[config.mk]
export PLATFORM = sky130hd
export DESIGN_NAME = prio_arbiter
export DESIGN_NICKNAME = d
export VERILOG_FILES = /design/src/rtl/arb_pkg.sv /design/src/rtl/prio_scan.sv /design/src/rtl/prio_arbiter.sv
export SDC_FILE = /design/constraint.sdc
export NUM_CORES = 1
export LEC_CHECK = 0
export CORE_AREA = 5 5 42 44
export DETAILED_ROUTE_END_ITERATION = 8
export DIE_AREA = 0 0 47 49
export PLACE_DENSITY_LB_ADDON = 0.25
export SYNTH_ARGS = -nofsm -noshare
export SYNTH_HDL_FRONTEND = slang
export SYNTH_SLANG_ARGS = --single-unit
[constraint.sdc]
create_clock -name clk -period 1.7 [get_ports clk]
set_clock_uncertainty 0.1 [all_clocks]
set_input_delay 0.255 -clock clk [delete_from_list [all_inputs] [get_ports clk]]
set_output_delay 0.255 -clock clk [all_outputs]
set_load 0.01 [all_outputs]
[src/rtl/arb_pkg.sv]
// arb_pkg: mode constants, FSM state encoding and grant-counter width shared by prio_arbiter
package arb_pkg;
  localparam int MODE_FIXED = 0;
  localparam int MODE_RR = 1;
  localparam int GNT_CNT_W = 16;
  typedef enum logic {ST_IDLE = 1'b0, ST_GRANT = 1'b1} state_e;
endpackage

[src/rtl/prio_scan.sv]
// prio_scan: combinational search of req downward from start with wrap; ports req,start -> found,idx
module prio_scan #(
  parameter int N = 8,
  localparam int IDX_W = $clog2(N)
) (
  input  logic [N-1:0]     req,
  input  logic [IDX_W-1:0] start,
  output logic             found,
  output logic [IDX_W-1:0] idx
);
  logic [IDX_W-1:0] c;
  always_comb begin
    found = 1'b0;
    idx = '0;
    c = '0;
    for (int k = N - 1; k >= 0; k--) begin
      c = IDX_W'((int'(start) + N - k) % N);
      if (req[c]) begin
        found = 1'b1;
        idx = c;
      end
    end
  end
endmodule

[src/rtl/prio_arbiter.sv]
// prio_arbiter: registered N-way fixed/round-robin arbiter with held grant; clk,rst,req,gnt_ready -> gnt_valid,gnt_idx,gnt_onehot (+gnt_cnt when ARB_GNT_CNT_EN)
module prio_arbiter
  import arb_pkg::*;
#(
  parameter int N = 8,
  parameter int MODE = MODE_FIXED,
  localparam int IDX_W = $clog2(N)
) (
  input  logic             clk,
  input  logic             rst,
  input  logic [N-1:0]     req,
  input  logic             gnt_ready,
  output logic             gnt_valid,
  output logic [IDX_W-1:0] gnt_idx,
  output logic [N-1:0]     gnt_onehot
`ifdef ARB_GNT_CNT_EN
  ,
  output logic [GNT_CNT_W-1:0] gnt_cnt
`endif
);
  state_e state_q, state_d;
  logic [IDX_W-1:0] idx_q, idx_d, last_q, last_d, start, win;
  logic accept, scan, found;
  assign accept = state_q == ST_GRANT && gnt_ready;
  assign scan = state_q == ST_IDLE || accept;
  always_comb begin
    last_d = (MODE == MODE_RR && accept) ? idx_q : last_q;
    start = MODE == MODE_RR ? (last_d == '0 ? IDX_W'(N - 1) : last_d - IDX_W'(1)) : IDX_W'(N - 1);
    state_d = scan ? (found ? ST_GRANT : ST_IDLE) : state_q;
    idx_d = scan && found ? win : idx_q;
  end
  prio_scan #(.N(N)) u_scan (
    .req(req),
    .start(start),
    .found(found),
    .idx(win)
  );
  always_ff @(posedge clk) begin
    if (rst) begin
      state_q <= ST_IDLE;
      idx_q <= '0;
      last_q <= '0;
    end else begin
      state_q <= state_d;
      idx_q <= idx_d;
      last_q <= last_d;
    end
  end
  assign gnt_valid = state_q == ST_GRANT;
  assign gnt_idx = idx_q;
  assign gnt_onehot = gnt_valid ? N'(1) << idx_q : '0;
`ifdef ARB_GNT_CNT_EN
  logic [GNT_CNT_W-1:0] cnt_q;
  always_ff @(posedge clk) begin
    if (rst) cnt_q <= '0;
    else if (accept && cnt_q != '1) cnt_q <= cnt_q + GNT_CNT_W'(1);
  end
  assign gnt_cnt = cnt_q;
`endif
endmodule
==> reports/summary.md, run 1 <==
The run finished with clean final reports. The CTS sink count came out at 4. Row generation in the floorplan step produced 14 rows. The pin count of the biggest net entering global routing was 8; the share of the clock period used by the worst path after layout was 92.3%.

The largest total area in the synthesized netlist belongs to sky130_fd_sc_hd__dfxtp_1. The number of antenna diodes in the final layout is 0. Setup repair after global routing left no endpoint under its margin. The worst setup path is captured at an output pin.

Cell with the largest stage delay on the worst path: sky130_fd_sc_hd__clkdlybuf4s50_1. The number of warnings printed during yosys synthesis is 0, and the proportion of total power due to net switching is 26.3%. The worst path needs 1.57 ns of the cycle, external delays included.

At the worst endpoint, the required time is 1.34 ns. The count of cell types in the netlist is 16. In this run the register-to-register setup slack is 0.47 ns. The area of the die was 2300 µm². The post-synthesis to final-layout area growth was 92.9%. Cells fill 41.2% of the core in the end. Summing every instance area after synthesis gives 299 µm². The run gives 0.698 as the final weighted congestion in routability-driven placement. Walking the worst path, the cells encountered are buf_4 > clkdlybuf4s50_1. The number of buffers and inverters on the critical path is 2. The top cell type by area accounts for 26.8% of the synthesized area. In the layout the commonest cells are 14 x sky130_fd_sc_hd__clkdlybuf4s50_1, 11 x sky130_fd_sc_hd__nor2_1, 8 x sky130_fd_sc_hd__dlygate4sd2_1. The number of antenna violations at the first check in global routing is 0, and the number of buffers added by the clock tree synthesis step is 3. Across the VDD grid, the largest voltage drop is 0.224 mV.

At the worst endpoint, the arrival time is 1.21 ns. By area the synthesized netlist is led by sky130_fd_sc_hd__dfxtp_1 27%, sky130_fd_sc_hd__nor4_4 14%, sky130_fd_sc_hd__nor2_1 14%, sky130_fd_sc_hd__nand2b_1 8.4%, sky130_fd_sc_hd__o21ai_0 5.0%. The clock latency of the later-clocked register in the worst-skew pair was 0.23 ns; the maximum buffer depth of the clock tree was 2. At the end of the flow, the number of nets in the layout was 80.

The worst hold path belongs to the class register to register. Root cell of the clock tree: sky130_fd_sc_hd__clkbuf_4. The tools report the tightest slew margin relative to the limit as 81.5%. In this run, post-CTS hold repair placed 0 buffers.

TritonCTS built the clock tree. The via count of the first global-routing pass was 305. The first global-routing pass estimated 1160 µm of wire.

The estimated wirelength of the detail-placed design was 737 µm. Across every metal layer, demand over resource in global routing totals 7.32%. For this run, the top clock speed supported by timing is 637 MHz. From left edge to right edge, the die measures 47 µm. Post-detailed-route wirelength per cell: 9.58 µm. The worst register-to-register path ends at gnt_idx[1].

The port buffer count came out at 22. When the netlist entered floorplanning its net count stood at 50. The worst setup path is launched from a register.

The startpoint identified for the worst register-to-register timing path is gnt_valid. After detailed routing, the total wire length is 795 µm. For the deepest level of the CTS H-tree, the log shows 1.

Leading cell type in the layout, fill and taps excluded: sky130_fd_sc_hd__clkdlybuf4s50_1. Synthesis handed over a netlist of 39 instances. Sequential cells burn 33.9% of the power. For the hold violation count in the final report, the log shows 0. In this run the vertical extent of the chip is 49 µm. The tools report the final antenna-violating net count as 0.

The power density normalized to cell area is 570 nW/µm². Once the floorplan was initialized, standard cells occupied 21.3% of the core. For the total setup violations reported at the end of the flow, the log shows 0. The clock network is responsible for 34.3% of the overall power. The logs give 31.8% for the combinational fraction of design power and 3 for the number of DRC markers in iteration 0. Fraction of layout cells with a size suffix above 1: 19.4%. Final routed DRC violation total: 0. After detailed placement, the total cell area comes to 562 µm².

Once routing completed, OpenROAD measured the worst setup slack at 0.130 ns. The net load switching power was 0.0866 mW; the number of cells on the worst hold path was 2. For the total overflow reported by the global router, the log shows 0. Averaged over all synthesized cells, the footprint is 7.67 µm². Internal power comes to 0.242 mW.

The leakage power is 0.248 nW, and the count of final max-slew check failures is 0. Detailed routing inserted a total of 375 vias. The finished cells cover 577 µm².

The clock transition time at the flip-flop clock pins of the worst setup and hold paths works out to 0.03 ns. After synthesis, flip-flops and latches occupy 26.8% of the total area. Using the TritonRoute via totals, the vias-per-cell ratio works out to 4.52. For this run, the slowest stage of the critical path takes 0.53 ns.

For hold timing, the worst endpoint is gnt_idx[2]. At the pin with the least slew margin, the transition time is 0.275 ns. 23 I/O pins were placed. For this run, the detailed router's first-pass iteration total came to 3. The tools report the worst hold path startpoint as gnt_idx[2]. Kind of cell adding the most delay to the critical path: buffers and inverters.

The total setup buffers inserted after CTS was 0; the post-synthesis register bit count was 4. Measured in cells, the most critical reg-to-reg path has a length of 5. For the area of the placeable core, the log shows 1400 µm².

The number of maximum-capacitance constraint violations was 0. The critical path is of the register to output pin type. Worst setup slack after placement: -0.0137 ns. The highest net fanout along the worst path came out at 3.
synthesized netlist by cell type:
cell type and number:
sky130_fd_sc_hd__nor2_1 11, sky130_fd_sc_hd__dfxtp_1 4, sky130_fd_sc_hd__a21oi_2 1, sky130_fd_sc_hd__a31oi_1 1, sky130_fd_sc_hd__o21ai_0 3, sky130_fd_sc_hd__and3_4 1
sky130_fd_sc_hd__inv_1 1, sky130_fd_sc_hd__a311oi_1 1, sky130_fd_sc_hd__nor4_4 2, sky130_fd_sc_hd__or2_1 1, sky130_fd_sc_hd__nor3_1 2, sky130_fd_sc_hd__nand2b_1 4
sky130_fd_sc_hd__nand2_1 2, sky130_fd_sc_hd__a21oi_1 2, sky130_fd_sc_hd__nor2b_1 2, sky130_fd_sc_hd__nor3_2 1
sequential cells by signal, indices dropped and copies added (netlist names):
register	flops
gnt_idx	3
gnt_valid	1
power by group through the flow:
stage	logic (mW)	registers (mW)	clock network [mW]
2_1_floorplan	0.0363	0.115	0
3_3_place_gp	0.111	0.112	0
3_5_place_dp	0.111	0.112	0
4_1_cts	0.106	0.112	0.120
5_1_grt	0.115	0.113	0.124
6_report	0.105	0.111	0.113
how the worst max path moves through the flow:
stage,from,endpoint,slack (ns),cells after the start
after floorplan,gnt_idx[0],gnt_onehot[0],0.55,2
after global placement,req[4],gnt_idx[0],0.05,5
after detailed placement,req[4],gnt_idx[0],-0.01,5
after CTS,gnt_valid,gnt_valid,0.11,2
after global routing,gnt_idx[0],gnt_onehot[0],0.04,3
final,gnt_valid,gnt_valid,0.13,2
worst register-to-register path, delay by kind of cell, from the launching register on:
kind / cells / cell delay [ns]
buffers and inverters: 1 / 0.14
and+or+nand+nor: 2 / 0.21
DFF: 1 / 0.31
AOI/OAI and AO/OA: 2 / 0.39
cell families after synthesis:
| logic type | synth area share [%] |
|---|---|
| flip-flops | 26.8 |
| buffers and inverters | 1.25 |
| AND/OR/NAND/NOR | 55.6 |
| AO/OA/AOI/OAI | 16.3 |
timing repair:
item	4_1_cts	5_1_grt
gates resized for setup	10	0
setup endpoints to repair	8	0
endpoints found under the hold margin	0	0
cell type report:
| class | count | area, µm² |
|---|---|---|
| fill | 170 | 825 |
| tap | 16 | 20.0 |
| timing repair buffer | 25 | 233 |
| sequential | 4 | 82.6 |
| clock buffer | 3 | 22.5 |
| inverter | 1 | 3.75 |
| multi-input combinational | 34 | 215 |
layer usage:
layer  track usage [%]  vias to the layer above  share of wire (%)
li1                  -                      194                  -
met1              7.25                      157                 35
met2              11.1                       22                 46
met3             0.369                        2                 16
met4              9.68                        0                2.4
met5                 0                        -                  0
stage by stage:
stage          hold WS, ns  setup TNS, ns  cells  power (mW)
2_1_floorplan        0.224              0     39       0.151
3_3_place_gp         0.437              0     80       0.223
3_5_place_dp         0.446        -0.0137     80       0.224
4_1_cts              0.413              0     83       0.338
5_1_grt              0.456              0     83       0.352
6_report             0.410              0     83       0.329
Power figures use the tool's default switching activity.
==> run 2, diff against run 1 <==
--- a/config.mk
+++ b/config.mk
@@ -9,6 +9,7 @@
 export DETAILED_ROUTE_END_ITERATION = 8
 export DIE_AREA = 0 0 47 49
 export PLACE_DENSITY_LB_ADDON = 0.25
+export SLEW_MARGIN = 20
 export SYNTH_ARGS = -nofsm -noshare
 export SYNTH_HDL_FRONTEND = slang
 export SYNTH_SLANG_ARGS = --single-unit
==> results of run 2 <==
No change in the layout: final DEF, timing and power equal those of run 1.
